`src/rtl/chain_code_pkg.sv`:
```
// Shared definitions for chain-code contour tools: image geometry, direction codes,
// step lookup and the decoder state encoding.
package chain_code_pkg;

  localparam int unsigned IMG_W   = 64;
  localparam int unsigned COORD_W = 6;
  localparam int unsigned STEP_W  = 7;

  localparam logic [2:0] DIR_E  = 3'd0;
  localparam logic [2:0] DIR_NE = 3'd1;
  localparam logic [2:0] DIR_N  = 3'd2;
  localparam logic [2:0] DIR_NW = 3'd3;
  localparam logic [2:0] DIR_W  = 3'd4;
  localparam logic [2:0] DIR_SW = 3'd5;
  localparam logic [2:0] DIR_S  = 3'd6;
  localparam logic [2:0] DIR_SE = 3'd7;

  typedef enum logic [2:0] {
    StIdle, StClear, StFetch, StFetchWait, StDraw, StFlush, StDone
  } dec_state_e;

  function automatic logic signed [1:0] dir_dx(input logic [2:0] code);
    case (code)
      DIR_E, DIR_NE, DIR_SE: dir_dx = 2'sb01;
      DIR_NW, DIR_W, DIR_SW: dir_dx = 2'sb11;
      default:               dir_dx = 2'sb00;
    endcase
  endfunction

  // Row index grows downward, so "north" is -y.
  function automatic logic signed [1:0] dir_dy(input logic [2:0] code);
    case (code)
      DIR_NE, DIR_N, DIR_NW: dir_dy = 2'sb11;
      DIR_SW, DIR_S, DIR_SE: dir_dy = 2'sb01;
      default:               dir_dy = 2'sb00;
    endcase
  endfunction

  // Pixel x lives at bit 63-x, which is simply ~x for a 6-bit coordinate.
  function automatic logic [IMG_W-1:0] pix_mask(input logic [COORD_W-1:0] x);
    pix_mask = '0;
    pix_mask[~x] = 1'b1;
  endfunction

endpackage

```
`src/rtl/chain_step.sv`:
```
// Combinational single step of a Freeman chain code: next position and bounds check.
module chain_step
  import chain_code_pkg::*;
(
  input  logic [COORD_W-1:0] i_cur_x,
  input  logic [COORD_W-1:0] i_cur_y,
  input  logic [2:0]         i_code,
  output logic [COORD_W-1:0] o_next_x,
  output logic [COORD_W-1:0] o_next_y,
  output logic               o_out_of_bounds
);

  logic signed [1:0]        w_dx;
  logic signed [1:0]        w_dy;
  logic signed [STEP_W-1:0] w_sx;
  logic signed [STEP_W-1:0] w_sy;

  assign w_dx = dir_dx(i_code);
  assign w_dy = dir_dy(i_code);
  assign w_sx = $signed({1'b0, i_cur_x}) + $signed({{(STEP_W-2){w_dx[1]}}, w_dx});
  assign w_sy = $signed({1'b0, i_cur_y}) + $signed({{(STEP_W-2){w_dy[1]}}, w_dy});

  assign o_next_x = w_sx[COORD_W-1:0];
  assign o_next_y = w_sy[COORD_W-1:0];
  // Both -1 and 64 land with the top bit of the 7-bit sum set.
  assign o_out_of_bounds = w_sx[STEP_W-1] | w_sy[STEP_W-1];

endmodule

```
`src/rtl/chain_decoder.sv`:
```
// Redraws a Freeman chain-code contour into a 64x64 row-organised image RAM.
// Define CHAIN_DEC_CLEAR_EN to zero the whole image after start, before drawing.
module chain_decoder
  import chain_code_pkg::*;
(
  input  logic               Clk,
  input  logic               reset,
  input  logic               start,
  input  logic [COORD_W-1:0] start_x,
  input  logic [COORD_W-1:0] start_y,
  input  logic               code_valid,
  input  logic [2:0]         code,
  input  logic               code_last,
  output logic               code_ready,
  output logic [COORD_W-1:0] rd_addr,
  input  logic [IMG_W-1:0]   rd_data,
  output logic               wr_en,
  output logic [COORD_W-1:0] wr_addr,
  output logic [IMG_W-1:0]   wr_data,
  output logic [COORD_W-1:0] cur_x,
  output logic [COORD_W-1:0] cur_y,
  output logic [7:0]         perimeter,
  output logic               busy,
  output logic               done,
  output logic               closed,
  output logic               error
);

`ifdef CHAIN_DEC_CLEAR_EN
  localparam dec_state_e FirstState = StClear;
`else
  localparam dec_state_e FirstState = StFetch;
`endif

  dec_state_e         r_state, w_state_next;
  logic [COORD_W-1:0] r_cur_x, r_cur_y, r_start_x, r_start_y;
  logic [COORD_W-1:0] r_cache_row, r_clr_cnt;
  logic [IMG_W-1:0]   r_cache;
  logic [7:0]         r_perim;
  logic               r_closed, r_error, r_last_pend;

  logic [COORD_W-1:0] w_next_x, w_next_y;
  logic               w_oob, w_same_row;

  chain_step u_step (
    .i_cur_x         (r_cur_x),
    .i_cur_y         (r_cur_y),
    .i_code          (code),
    .o_next_x        (w_next_x),
    .o_next_y        (w_next_y),
    .o_out_of_bounds (w_oob)
  );

  assign w_same_row = (w_next_y == r_cache_row);

  always_ff @(posedge Clk) begin
    if (reset) r_state <= StIdle;
    else       r_state <= w_state_next;
  end

  always_comb begin
    w_state_next = r_state;
    unique case (r_state)
      StIdle, StDone: if (start) w_state_next = FirstState;
      StClear:        if (r_clr_cnt == '1) w_state_next = StFetch;
      StFetch:        w_state_next = StFetchWait;
      StFetchWait:    w_state_next = r_last_pend ? StFlush : StDraw;
      StDraw: begin
        if (code_valid) begin
          if (w_oob)            w_state_next = StDone;
          else if (!w_same_row) w_state_next = StFetch;
          else if (code_last)   w_state_next = StFlush;
        end
      end
      StFlush:        w_state_next = StDone;
      default:        w_state_next = StIdle;
    endcase
  end

  always_comb begin
    code_ready = 1'b0;
    rd_addr    = '0;
    wr_en      = 1'b0;
    wr_addr    = '0;
    wr_data    = '0;
    unique case (r_state)
      StClear: begin
        wr_en   = 1'b1;
        wr_addr = r_clr_cnt;
      end
      StFetch: rd_addr = r_cur_y;
      StDraw: begin
        code_ready = 1'b1;
        // Leaving the cached row: write it back in the same cycle as the step.
        if (code_valid && !w_oob && !w_same_row) begin
          wr_en   = 1'b1;
          wr_addr = r_cache_row;
          wr_data = r_cache;
        end
      end
      StFlush: begin
        wr_en   = 1'b1;
        wr_addr = r_cache_row;
        wr_data = r_cache;
      end
      default: ;
    endcase
  end

  always_ff @(posedge Clk) begin
    if (reset) begin
      r_cur_x     <= '0;
      r_cur_y     <= '0;
      r_start_x   <= '0;
      r_start_y   <= '0;
      r_cache_row <= '0;
      r_clr_cnt   <= '0;
      r_cache     <= '0;
      r_perim     <= '0;
      r_closed    <= 1'b0;
      r_error     <= 1'b0;
      r_last_pend <= 1'b0;
    end else begin
      unique case (r_state)
        StIdle, StDone: begin
          if (start) begin
            r_cur_x     <= start_x;
            r_cur_y     <= start_y;
            r_start_x   <= start_x;
            r_start_y   <= start_y;
            r_perim     <= '0;
            r_closed    <= 1'b0;
            r_error     <= 1'b0;
            r_last_pend <= 1'b0;
            r_clr_cnt   <= '0;
          end
        end
        StClear: r_clr_cnt <= r_clr_cnt + 6'd1;
        StFetchWait: begin
          r_cache     <= rd_data | pix_mask(r_cur_x);
          r_cache_row <= r_cur_y;
        end
        StDraw: begin
          if (code_valid) begin
            if (w_oob) begin
              r_error <= 1'b1;
            end else begin
              if (r_perim != 8'hff) r_perim <= r_perim + 8'd1;
              r_cur_x <= w_next_x;
              r_cur_y <= w_next_y;
              if (w_same_row) r_cache <= r_cache | pix_mask(w_next_x);
              if (code_last) begin
                r_closed    <= (w_next_x == r_start_x) && (w_next_y == r_start_y);
                r_last_pend <= !w_same_row;
              end
            end
          end
        end
        default: ;
      endcase
    end
  end

  assign cur_x     = r_cur_x;
  assign cur_y     = r_cur_y;
  assign perimeter = r_perim;
  assign closed    = r_closed;
  assign error     = r_error;
  assign done      = (r_state == StDone);
  assign busy      = (r_state != StIdle) && (r_state != StDone);

endmodule

```
`config.mk`:
```
export PLATFORM = sky130hd
export DESIGN_NAME = chain_decoder
export DESIGN_NICKNAME = d
export VERILOG_FILES = /design/src/rtl/chain_code_pkg.sv /design/src/rtl/chain_step.sv /design/src/rtl/chain_decoder.sv
export SDC_FILE = /design/constraint.sdc
export NUM_CORES = 1
export LEC_CHECK = 0
export BUFFER_PORTS_ARGS = -buffer_cell sky130_fd_sc_hd__buf_2
export CORE_MARGIN = 10
export CORE_UTILIZATION = 55
export CTS_CLUSTER_DIAMETER = 120
export DETAILED_ROUTE_END_ITERATION = 8
export PLACE_DENSITY = 0.86
export RECOVER_POWER = 100
export SYNTH_ARGS = -nofsm -noshare
export SYNTH_HDL_FRONTEND = slang
export SYNTH_SLANG_ARGS = --single-unit
```
`constraint.sdc`:
```
create_clock -name Clk -period 5.5 [get_ports Clk]
set_clock_uncertainty 0.05 [all_clocks]
set_input_delay 0.825 -clock Clk [delete_from_list [all_inputs] [get_ports Clk]]
set_output_delay 0.825 -clock Clk [all_outputs]
set_load 0.02 [all_outputs]
```
# Yosys cells after proc, flatten, opt, wreduce, memory -nomap -nowiden
# Index checks and enable logic that the tools add are counted.
word_totals:
  reg_bits: 114
  out_inout_bits: 102
  elab_cells: 134
op_classes:
  reduce_logical: 28
  n_eq_ne: 28
  n_lt_le_gt_ge: 4
  addsub: 4
  mux: 53
  bitwise: 5
op_table:
  columns: ["op", "n"]
  rows:
  - ["two-way mux 64 bit", 4]
  - ["one-hot mux 64 bit (2 select lines)", 2]
  - ["OR 64 bit", 2]
  - ["two-way mux 6 bit", 9]
  - ["one-hot mux 6 bit (2 select lines)", 3]
  - ["two-way mux 8 bit", 4]
  - ["== test 3 bit, second input constant", 7]
  - ["== test 6 bit", 3]
  - ["two-way mux 3 bit", 6]
  - ["one-hot mux 3 bit (6 select lines)", 1]
  - ["one-hot mux 6 bit (3 select lines)", 1]
  - ["inequality test 2 bit, second input constant", 8]
  - ["one-hot mux 8 bit (2 select lines)", 1]
  - ["AND reduction 4 bit", 4]
  - ["adder 7 x 2 -> 7 bit", 2]
  - ["less-than comparator 6 x 7 -> 1 bit, second input constant", 2]
  - ["two-way mux 1 bit", 14]
  - ["demux 1 bit (select 6 bit)", 2]
  - ["== test 3 x 2 -> 1 bit, second input constant", 4]
  - ["greater-or-equal comparator 6 x 1 -> 1 bit, second input constant", 2]
  - ["NOT 6 bit", 2]
  - ["OR reduction 3 bit", 4]
  - ["AND reduction 5 bit", 2]
  - ["adder 8 x 1 -> 8 bit, second input constant", 1]
  - ["16 further kinds", 32]

# Longest topological paths before layout
# Gate-level depths: netlist of run 1.
logic_depth:
  depth_word: 14
  mapped_depth: 13
  mapped_depth_nobuf: 10

# Modules after synthesis
# From an unflattened synthesis of run 1, not the netlist that was laid out.
unflattened:
  cells_unflattened: 870
  area_unflattened_um2: 6830.3
modules_own_cells:
  columns: ["mod", "cells_each", "seq_area_each_um2", "area_each_um2", "instances"]
  rows:
  - ["chain_decoder", 808, 2282.2, 6343.6, 1]
  - ["chain_step", 62, 0.0, 486.7, 1]

# Worst setup path before layout of run 1
# OpenSTA, ideal clock, no wires.
synth_timing:
  kind: "input to output"
  from: "input port code[1]"
  to: "output port wr_data[16]"
  path_stages: 13
  setup_slack_ns: 0.874
  required_ns: 4.625
  arrival_time_ns: 3.751
  cell_sequence: "o21bai_1 -> inv_1 -> ha_1 -> buf_2 -> a21o_1 -> or4b_1 -> o32ai_1 -> or2_2 -> buf_2 -> o211ai_1 -> buf_2 -> clkbuf_1 -> a21boi_0"
synth_via:
  elab_chain_len: 10
  elab_cells_between_ends: 24
  cone_classes: "2 x add/sub; 8 x eq/ne; 4 x mux; 1 x bitwise; 9 x reduce/logical"
synth_rtl:
  columns: ["item", "line", "text"]
  rows:
  - ["from (decl)", "chain_decoder.sv:12", "input logic [2:0] code,"]
  - ["parallel branches: the longest is 7 deep, another holds adder 7 x 2 -> 7 bit", null, null]
  - ["logical AND 1 bit (*)", "chain_decoder.sv:95", "if (code_valid && !w_oob && !w_same_row) begin"]
  - ["two-way mux 64 bit (*)", "chain_decoder.sv:95", null]
  - ["one-hot mux 64 bit (2 select lines) (*)", "chain_decoder.sv:86", "unique case (r_state)"]
  - ["to (decl)", "chain_decoder.sv:19", "output logic [IMG_W-1:0] wr_data,"]
# Mark *: on every way between the ends.

# Worst setup path after layout of run 1
layout_timing:
  from: "input port code[1]"
  to: "output port wr_addr[3]"
layout_via:
  elab_chain_len: 10
  elab_cells_between_ends: 24
  cone_classes: "2 x add/sub; 8 x eq/ne; 4 x mux; 1 x bitwise; 9 x reduce/logical"
layout_rtl:
  columns: ["item", "line", "text"]
  rows:
  - ["parallel branches: the longest is 7 deep, another holds adder 7 x 2 -> 7 bit", null, null]
  - ["logical AND 1 bit (*)", "chain_decoder.sv:95", null]
  - ["two-way mux 6 bit (*)", "chain_decoder.sv:95", null]
  - ["one-hot mux 6 bit (3 select lines) (*)", "chain_decoder.sv:86", null]
  - ["to (decl)", "chain_decoder.sv:18", "output logic [COORD_W-1:0] wr_addr,"]
# Marks and branches as above.

==> results of run 1 <==
logic make-up (layout without fill, tap and decap cells):
kind of cell | count (synthesis) | count (layout)
xor gates and xnor gates | 29 | 29
buffers and inverters | 125 | 247
muxes | 9 | 9
DFF | 114 | 114
adders and majority gates | 16 | 16
AOI/OAI and AO/OA | 410 | 410
and+or+nand+nor | 405 | 405
other | 0 | 3
final timing paths:
kind,slack (ns),startpoint,cells past startpoint,endpoint
setup / recovery,0.37,code[1],13,wr_addr[3]
hold / removal,0.42,r_start_y[2],2,r_start_y[2]
setup reg to reg,1.08,cur_x[0],10,r_cache[27]
hold reg to reg,0.42,r_start_y[2],2,r_start_y[2]
cell type report:
type | instances | area (sq um) | share of cell area (%)
multi-input combinational | 869 | 5480 | 57.7
sequential | 114 | 2280 | 24.0
timing repair buffer | 201 | 930 | 9.78
clock buffer | 24 | 482 | 5.07
tap | 184 | 230 | 2.42
inverter | 16 | 60.1 | 0.632
clock inverter | 6 | 32.5 | 0.342
antenna | 3 | 7.51 | 0.0790
through the flow:
| stage | cell area, sq um | utilization, % | setup slack (ns) | power, mW | hold WS, ns |
|---|---|---|---|---|---|
| final | 9510 | 64.9 | 0.371 | 2.90 | 0.422 |
| after global routing | 9500 | 64.9 | 0.0880 | 3.01 | 0.436 |
| after CTS | 9650 | 65.9 | 0.489 | 2.87 | 0.421 |
| after detailed placement | 9140 | 62.4 | 0.537 | 1.89 | 0.411 |
| after global placement | 9140 | 62.4 | 0.650 | 1.88 | 0.401 |
| after floorplan | 8260 | - | 0.874 | 1.61 | 0.378 |
report_power, final:
group	internal [mW]	total [mW]	leakage (nW)	switching, mW
logic	0.292	0.932	2.46	0.639
registers	0.889	0.976	0.926	0.0869
clock network	0.600	0.991	0.256	0.391
total	1.78	2.90	3.64	1.12
worst max-delay path: stages:
cell	delay (ns)
clkbuf_1	0.16
nand2b_1	0.13
and2_0	0.26
inv_1	0.20
ha_1	0.28
or2_2	0.32
o21ai_0	0.25
a211oi_1	0.22
nor4_2	0.36
clkbuf_2	0.72
o2111ai_1	0.25
nand2_1	0.12
clkbuf_2	0.17
flip-flops by register name (all words and copies together) (netlist names):
name         count
closed           1
cur_x            6
cur_y            6
error            1
perimeter        8
r_cache         64
r_cache_row      6
r_clr_cnt        6
r_last_pend      1
r_start_x        6
r_start_y        6
r_state          3
cells in the final DEF, fill, tap and decap left out, types with 13 or more instances in the layout:
cell and n:
nand2b_1 13, inv_1 15, and3_1 20, nor2_1 141, o21ai_0 55, a21oi_1 62, nor3_1 18, clkbuf_1 97
a21boi_0 62, a311o_1 16, clkbuf_16 17, a31oi_1 17, nand2_1 115, o31ai_1 28, buf_2 94, a211oi_1 48
o311a_1 21, ha_1 14, xor2_1 16, dfxtp_1 114
routing by layer:
metal,routed length (um),track usage [%],vias to the layer above
met2,13400,43.6,662
met4,1320,13.7,0
met5,0,0,-
met1,11800,35.8,4369
met3,3710,7.28,138
li1,-,-,4361
==> results.py, run 1 <==
metrics = {
    "sta": {
        "hold_viol_final": 0,
        "finalSetupTns_ns": 0,
        "finalCritPeriodShare_pct": 93.3,
        "report.final.slew_viol_count": 90,
        "worst_pin_slew_ns": 2.11,
        "rsz0062_at_grt": "false",
        "finalSetupViolCount": 0,
        "finalCriticalPeriod_ns": 5.13,
        "maxSlewHeadroom_pct": -40.6,
        "fmax_mhz": 195,
    },
    "power": {
        "peakVddDrop_v": 0.000245,
        "power_density_mw_per_mm2": 305,
        "power.leakage_nw": 3.64,
    },
    "grt": {
        "antenna_found_initial": 2,
        "track_usage_pct": 28.2,
        "grt_max_degree": 81,
        "grt_pass1_wl_um": 46800,
        "grt_overflow_total": 0,
        "grt_pass1_vias": 8685,
    },
    "yosys": {
        "ys_top_cells_by_count": "nor2_1, nand2_1, dfxtp_1, clkbuf_1",
        "synth_most_common_cell": "nor2_1",
        "synth_nets": 1208,
        "synth_compound_area_share_pct": 35.7,
        "synth_area_sq_mm": 0.00826,
        "synth_top_area_cell": "dfxtp_1",
        "yosysTopAreaCellShare_pct": 27.6,
        "async_flop_share_pct": 0,
        "synth_edf_count": 0,
        "yosys.area_share.simple_pct": 23.7,
        "syn_inst": 1108,
        "synth_top_family_by_area": "compound AO/OA/AOI/OAI gates",
        "muxShareOfSynthArea_pct": 1.11,
        "ys_types": 77,
        "synth_seq_cells": 114,
        "syn_avg_cell_area_sq_um": 7.46,
        "yosys.area_share.adder_pct": 2.61,
        "ys_seq_area_share_pct": 27.6,
        "ys.flop_type": "dfxtp_1",
        "synth-xor-area-share_pct": 3.24,
        "synth.area.top_cells": "dfxtp_1, nor2_1, a21boi_0, nand2_1, a211oi_1",
        "yosysWarnings": 0,
    },
    "cells_and_area": {
        "nFillCells": 1345,
        "syn2layout_area_growth_pct": 15.1,
        "layout-drive-gt1-share_pct": 12.4,
        "final_cells": 1417,
        "final_nets": 1319,
    },
    "clock_tree": {
        "htree_num_levels": 4,
        "cts_sinks": 114,
        "post_cts_buffers": 0,
        "ctsLongestPathBuffers": 2,
        "hold_buffers": 0,
        "clock_latency_ns": 0.43,
        "cts_tree": "yes",
        "cts_buffers": 17,
        "cts_resized": 0,
        "cts-root-buf": "clkbuf_16",
        "path_clk_slew_ns": 0.05,
    },
    "critical_path": {
        "crit_arrival_ns": 4.25,
        "cp-end-kind": "output port",
        "cp_data_required_time_ns": 4.62,
        "path_class": "input pin to output port",
        "startpoint_type": "input pin",
        "path_max_fanout": 38,
    },
    "floorplan": {
        "io_pins": 186,
        "rows": 44,
        "core_region_area_sq_mm": 0.0146,
        "dieArea_sq_mm": 0.0203,
        "die-height_um": 143,
        "initial_core_util_pct": 56.4,
        "die_x_um": 143,
    },
    "placement": {
        "dp_cells": 1384,
        "portBuffers": 185,
        "dpl.hpwl_um": 20600,
        "gp_congestion": 0.936,
    },
    "route": {
        "vias_per_cell": 6.73,
        "dr.pass1.iters": 8,
        "routedWlPerCell_um": 21.3,
        "wirelength_um": 30200,
        "ant_nets": 0,
        "drc": 0,
        "drt_iter0_markers": 1234,
        "num_vias": 9530,
    },
    "hold_path": {
        "hold_path_class": "flop to flop",
    },
    "outcome": {
        "violations": "max-capacitance violations, max-slew violations",
        "status": "complete, but fails checks",
    },
    "run": {
        "cap_violations": 2,
    },
}
Note: power is estimated with default switching activity, not from simulation.
==> inputs of run 2 (changes only) <==
--- a/config.mk
+++ b/config.mk
@@ -6,11 +6,13 @@
 export NUM_CORES = 1
 export LEC_CHECK = 0
 export BUFFER_PORTS_ARGS = -buffer_cell sky130_fd_sc_hd__buf_2
+export CELL_PAD_IN_SITES_DETAIL_PLACEMENT = 1
+export CELL_PAD_IN_SITES_GLOBAL_PLACEMENT = 1
 export CORE_MARGIN = 10
-export CORE_UTILIZATION = 55
+export CORE_UTILIZATION = 40
 export CTS_CLUSTER_DIAMETER = 120
 export DETAILED_ROUTE_END_ITERATION = 8
-export PLACE_DENSITY = 0.86
+export PLACE_DENSITY = 0.87
 export RECOVER_POWER = 100
 export SYNTH_ARGS = -nofsm -noshare
 export SYNTH_HDL_FRONTEND = slang
==> run 2 against run 1 <==
  * The run still ends with max-capacitance violations, max-slew violations left
  * Sequential power barely moved
  * Worst setup slack got worse by 0.052 ns
  * Total power is 2.4% higher
  * Sequential share of layout area down 0.48 points
  * Critical endpoint is now wr_data[4]
  * Largest cell class unchanged
==> results.py, run 2 (synthesized netlist as in run 1, its figures left out) <==
metrics = {
    "cells_and_area": {
        "final_nets": 1326,
        "final_util_pct": 47.8,
        "layout_commonest_cell": "nor2_1",
        "nFillCells": 2605,
        "stdcell_area_sq_mm": 0.00970,
        "largest_reg_flops": 64,
        "regMostFlops": "r_cache",
        "layout-drive-gt1-share_pct": 13.9,
        "final_cells": 1509,
        "syn2layout_area_growth_pct": 17.4,
        "final_cell_mix": "nor2_1, nand2_1, dfxtp_1",
    },
    "grt": {
        "grt_overflow_total": 0,
        "antenna_found_initial": 0,
        "grt_pass1_wl_um": 56000,
        "grt_max_degree": 81,
        "grt_pass1_vias": 9789,
        "track_usage_pct": 26.0,
    },
    "sta": {
        "report.final.slew_viol_count": 83,
        "finalSetupTns_ns": 0,
        "fin_ws_ns": 0.319,
        "finalCriticalPeriod_ns": 5.18,
        "fmax_mhz": 193,
        "hold_viol_final": 0,
        "finalSetupViolCount": 0,
        "rsz0062_at_grt": "false",
        "maxSlewHeadroom_pct": -104,
        "worst_pin_slew_ns": 3.05,
        "finalCritPeriodShare_pct": 94.2,
        "hold-worst-slack_ns": 0.423,
    },
    "placement": {
        "placed_cell_area_sq_mm": 0.00932,
        "dp_cells": 1476,
        "dp_slack_ns": 0.0625,
        "dpl.hpwl_um": 25000,
        "portBuffers": 185,
        "gp_congestion": 0.930,
    },
    "route": {
        "vias_per_cell": 6.41,
        "drc": 0,
        "ant_nets": 0,
        "num_vias": 9674,
        "routedWlPerCell_um": 24.1,
        "drt_iter0_markers": 795,
        "dr.pass1.iters": 5,
        "wirelength_um": 36400,
    },
    "power": {
        "power.net_switching_mw": 1.18,
        "peakVddDrop_v": 0.000272,
        "clkPwrFrac_pct": 33.5,
        "p_int_mw": 1.79,
        "swShare_pct": 39.6,
        "power.total_mw": 2.97,
        "power.leakage_nw": 3.72,
        "p_seq_share_pct": 32.9,
        "power_density_mw_per_mm2": 306,
        "comb_power_share_pct": 33.6,
    },
    "critical_path": {
        "startpoint_type": "input pin",
        "cp-end-kind": "output port",
        "path_max_fanout": 31,
        "cp_data_required_time_ns": 4.62,
        "crit_arrival_ns": 4.31,
        "r2r_cells": 9,
        "path_class": "input pin to output port",
        "crit_path_frequent_cell": "clkbuf_1",
        "cpMaxStageDelayCell": "or4b_1",
        "cp_cell_sequence": "clkbuf_1 -> o21bai_1 -> inv_1 -> ha_1 -> a21o_1 -> or4b_1 -> o32ai_1 -> or2_2 -> o211ai_1 -> buf_4 -> buf_12 -> a21boi_0 -> clkbuf_1",
        "slowest_delay_ns": 0.49,
    },
    "floorplan": {
        "io_pins": 186,
        "die_x_um": 164,
        "initial_core_util_pct": 40.7,
        "rows": 52,
        "core_region_area_sq_mm": 0.0203,
        "dieArea_sq_mm": 0.0268,
        "die-height_um": 164,
    },
    "clock_tree": {
        "hold_buffers": 0,
        "cts_buffers": 17,
        "cts_tree": "yes",
        "cts_resized": 0,
        "htree_num_levels": 4,
        "cts_sinks": 114,
        "clock_latency_ns": 0.43,
        "path_clk_slew_ns": 0.05,
        "ctsLongestPathBuffers": 2,
        "cts-root-buf": "clkbuf_16",
    },
    "outcome": {
        "violations": "max-capacitance violations, max-slew violations",
        "status": "complete, but fails checks",
    },
    "hold_path": {
        "hold_path_class": "flop to flop",
        "min_delay_path_depth": 2,
    },
    "run": {
        "cap_violations": 2,
    },
}
-- run 2: cell count changes in the layout (fill, tap and decap cells not counted), moves of 2 or more --
cell | before | now
clkinv_2 | 5 | 7
buf_2 | 94 | 102
clkbuf_1 | 97 | 88
buf_4 | 10 | 17
-- run 2: critical path, delay by kind of cell --
kind,cells,cell delay (ns)
simple gates,2,0.77
compound gates,5,1.20
buf+inv,5,1.05
fa+ha+maj,1,0.44
-- run 2: final timing paths --
kind | slack, ns | end | start
worst min-delay path | 0.42 | r_start_x[0] | r_start_x[0]
worst min register to register | 0.42 | r_start_x[0] | r_start_x[0]
worst max register to register | 0.97 | r_cache[25] | cur_y[0]
worst max-delay path | 0.32 | wr_data[4] | code[1]
-- run 2: power by group through the flow --
stage	Clock [mW]	Sequential, mW	Combinational (mW)
finish	0.994	0.976	0.997
global route	1.04	0.983	1.07
CTS	1.00	0.971	0.985
detailed placement	0	0.988	0.977
global placement	0	0.984	0.947
floorplan	0	0.957	0.652
-- run 2: final cells by class --
class | instances | area [sq um] | area share [%]
multi-input cells | 869 | 5500 | 56.7
flip-flops and latches | 114 | 2280 | 23.5
repair buffers | 208 | 1010 | 10.4
clock buffers | 23 | 478 | 4.93
well taps | 270 | 338 | 3.48
inverters | 16 | 60.1 | 0.619
clock inverters | 7 | 35.0 | 0.361
diodes | 2 | 5.00 | 0.0516
-- run 2: routing by layer --
layer | wire length, um | GRT usage (%) | share of wire [%] | up-vias
li1 | - | - | - | 4378
met1 | 14600 | 31.1 | 40 | 4735
met2 | 17200 | 42.9 | 47 | 465
met3 | 3300 | 6.86 | 9.1 | 96
met4 | 1210 | 11.5 | 3.3 | 0
met5 | 0 | 0 | 0 | -
-- run 2: what timing repair did --
item	CTS	global route
hold endpoints to repair	0	0
endpoints found under the setup margin	0	65
setup buffers	0	1
==> inputs of run 3 (changes only) <==
--- a/config.mk
+++ b/config.mk
@@ -12,6 +12,7 @@
 export CORE_UTILIZATION = 40
 export CTS_CLUSTER_DIAMETER = 120
 export DETAILED_ROUTE_END_ITERATION = 8
+export GPL_TIMING_DRIVEN = 0
 export PLACE_DENSITY = 0.87
 export RECOVER_POWER = 100
 export SYNTH_ARGS = -nofsm -noshare
==> run 3 against run 2 <==
  * The run now ends clean
  * Worst setup slack worse by 0.32 ns
  * Utilization up 2.1 points
  * Non-clock buffer count up 86
  * Sequential power down 3.1%
  * Clock power up 19%
  * Hold slack worse by 0.0062 ns
  * Total power up 8.3%
  * Critical endpoint is now wr_data[57]
  * Highest routed layer unchanged
==> results.py, run 3 (synthesized netlist as in run 1, its figures left out) <==
metrics = {
    "placement": {
        "placed_cell_area_sq_mm": 0.00955,
        "portBuffers": 184,
        "gp_congestion": 0.944,
        "dpl.hpwl_um": 29900,
        "dp_slack_ns": -0.377,
    },
    "route": {
        "wirelength_um": 40400,
        "drc": 0,
        "wl_met3_um": 3800,
        "vias_per_cell": 6.44,
        "top_layer": "met4",
        "routedWlPerCell_um": 25.4,
        "wl_met1_um": 16000,
        "num_vias": 10300,
        "drt_iter0_markers": 1064,
        "dr.pass1.iters": 5,
        "ant_nets": 0,
        "dr_wl_met2_um": 18600,
    },
    "critical_path": {
        "crit_arrival_ns": 4.62,
        "cp_data_required_time_ns": 4.62,
        "path_max_fanout": 10,
        "cp-end-kind": "output port",
        "startpoint_type": "input pin",
        "path_class": "input pin to output port",
    },
    "cells_and_area": {
        "layout-drive-gt1-share_pct": 15.8,
        "num_antenna_cells": 0,
        "final_nets": 1412,
        "largest_reg_flops": 64,
        "regMostFlops": "r_cache",
        "stdcell_area_sq_mm": 0.0101,
        "final_util_pct": 49.8,
        "syn2layout_area_growth_pct": 22.5,
        "final_cell_mix": "nor2_1, clkbuf_1, nand2_1",
        "layout_commonest_cell": "nor2_1",
    },
    "grt": {
        "grt_pass1_vias": 10400,
        "grt_overflow_total": 0,
        "grt_max_degree": 17,
        "track_usage_pct": 28.9,
        "grt_pass1_wl_um": 60500,
        "antenna_found_initial": 0,
    },
    "clock_tree": {
        "ctsLongestPathBuffers": 2,
        "cts_sinks": 114,
        "cts_tree": "yes",
        "htree_num_levels": 4,
        "cts-root-buf": "clkbuf_16",
        "cts_buffers": 17,
        "path_clk_slew_ns": 0.05,
        "clock_latency_ns": 0.44,
    },
    "power": {
        "power.net_switching_mw": 1.30,
        "power.total_mw": 3.21,
        "swShare_pct": 40.4,
        "power.leakage_nw": 3.96,
        "p_seq_share_pct": 29.4,
        "clkPwrFrac_pct": 36.8,
        "comb_power_share_pct": 33.7,
        "p_int_mw": 1.92,
        "power_density_mw_per_mm2": 318,
        "peakVddDrop_v": 0.000273,
    },
    "sta": {
        "fmax_mhz": 182,
        "finalCritPeriodShare_pct": 100,
        "worst_pin_slew_ns": 1.35,
        "hold_viol_final": 0,
        "finalCriticalPeriod_ns": 5.50,
        "finalSetupViolCount": 0,
        "maxSlewHeadroom_pct": 9.99,
        "fin_ws_ns": 0.000629,
        "report.final.slew_viol_count": 0,
    },
    "floorplan": {
        "io_pins": 186,
        "rows": 52,
        "initial_core_util_pct": 40.7,
        "dieArea_sq_mm": 0.0268,
        "die_x_um": 164,
        "core_region_area_sq_mm": 0.0203,
        "die-height_um": 164,
    },
    "outcome": {
        "status": "finished clean",
    },
    "hold_path": {
        "hold_path_class": "flop to flop",
    },
    "run": {
        "cap_violations": 0,
    },
}
-- run 3: cell count changes in the layout (fill, tap and decap cells not counted), sizes merged --
cell	change
buf	-3
bufinv	+3
clkbuf	+83
clkinv	+3
clkinvlp	+1
diode	-2
inv	+1
-- run 3: repair_timing --
| action | CTS | global route |
|---|---|---|
| pin swaps | 0 | 0 |
| setup endpoints to repair | 60 | 49 |
| hold buffers | 0 | 0 |
| setup buffers | 0 | 0 |
| gates resized for setup | 8 | 14 |
-- run 3: metrics by stage --
stage / instances / hold WS (ns) / TNS [ns]
floorplan: 1108 / 0.378 / 0
global placement: 1562 / 0.391 / -4.37
detailed placement: 1563 / 0.407 / -10.25
CTS: 1595 / 0.419 / 0
global route: 1595 / 0.431 / -1.12
finish: 1595 / 0.417 / 0
-- run 3: critical path: stages --
cell	delay, ns
buf_2	0.13
o21bai_2	0.25
inv_1	0.21
ha_1	0.32
buf_2	0.18
a21o_1	0.23
or4b_1	0.50
o32ai_1	0.35
or2_2	0.21
buf_2	0.19
o211ai_1	0.11
clkbuf_4	0.25
clkbuf_4	0.23
a21boi_0	0.38
buf_2	0.25
-- run 3: cell type report --
| type | count | area, sq um |
|---|---|---|
| fill | 2681 | 10200 |
| multi-input combinational | 869 | 5510 |
| sequential | 114 | 2280 |
| timing repair buffer | 185 | 873 |
| buffer | 109 | 447 |
| clock buffer | 17 | 425 |
| tap | 270 | 338 |
| clock inverter | 15 | 186 |
| inverter | 16 | 60.1 |
-- run 3: metal layers --
metal / vias to the layer above / global-route usage [%]
li1: 4554 / -
met1: 4997 / 34.8
met2: 581 / 46.7
met3: 145 / 7.01
met4: 0 / 15.5
met5: - / 0
-- run 3: worst paths after layout --
kind                                     to  depth (start not counted)        start  slack (ns)
worst max-delay path            wr_data[57]                         15      code[1]      0.0006
worst min-delay path            r_cache[47]                          2  r_cache[47]        0.42
worst max register to register  r_cache[63]                         11     cur_x[1]        1.22
worst min register to register  r_cache[47]                          2  r_cache[47]        0.42
-- run 3: power by group through the flow --
stage                     sequential (mW)  clock, mW  combinational, mW
final                               0.946       1.18               1.08
after global routing                0.952       1.22               1.14
after CTS                           0.942       1.18               1.05
after detailed placement            0.959          0               1.03
after global placement              0.956          0               1.00
after floorplan                     0.957          0              0.652
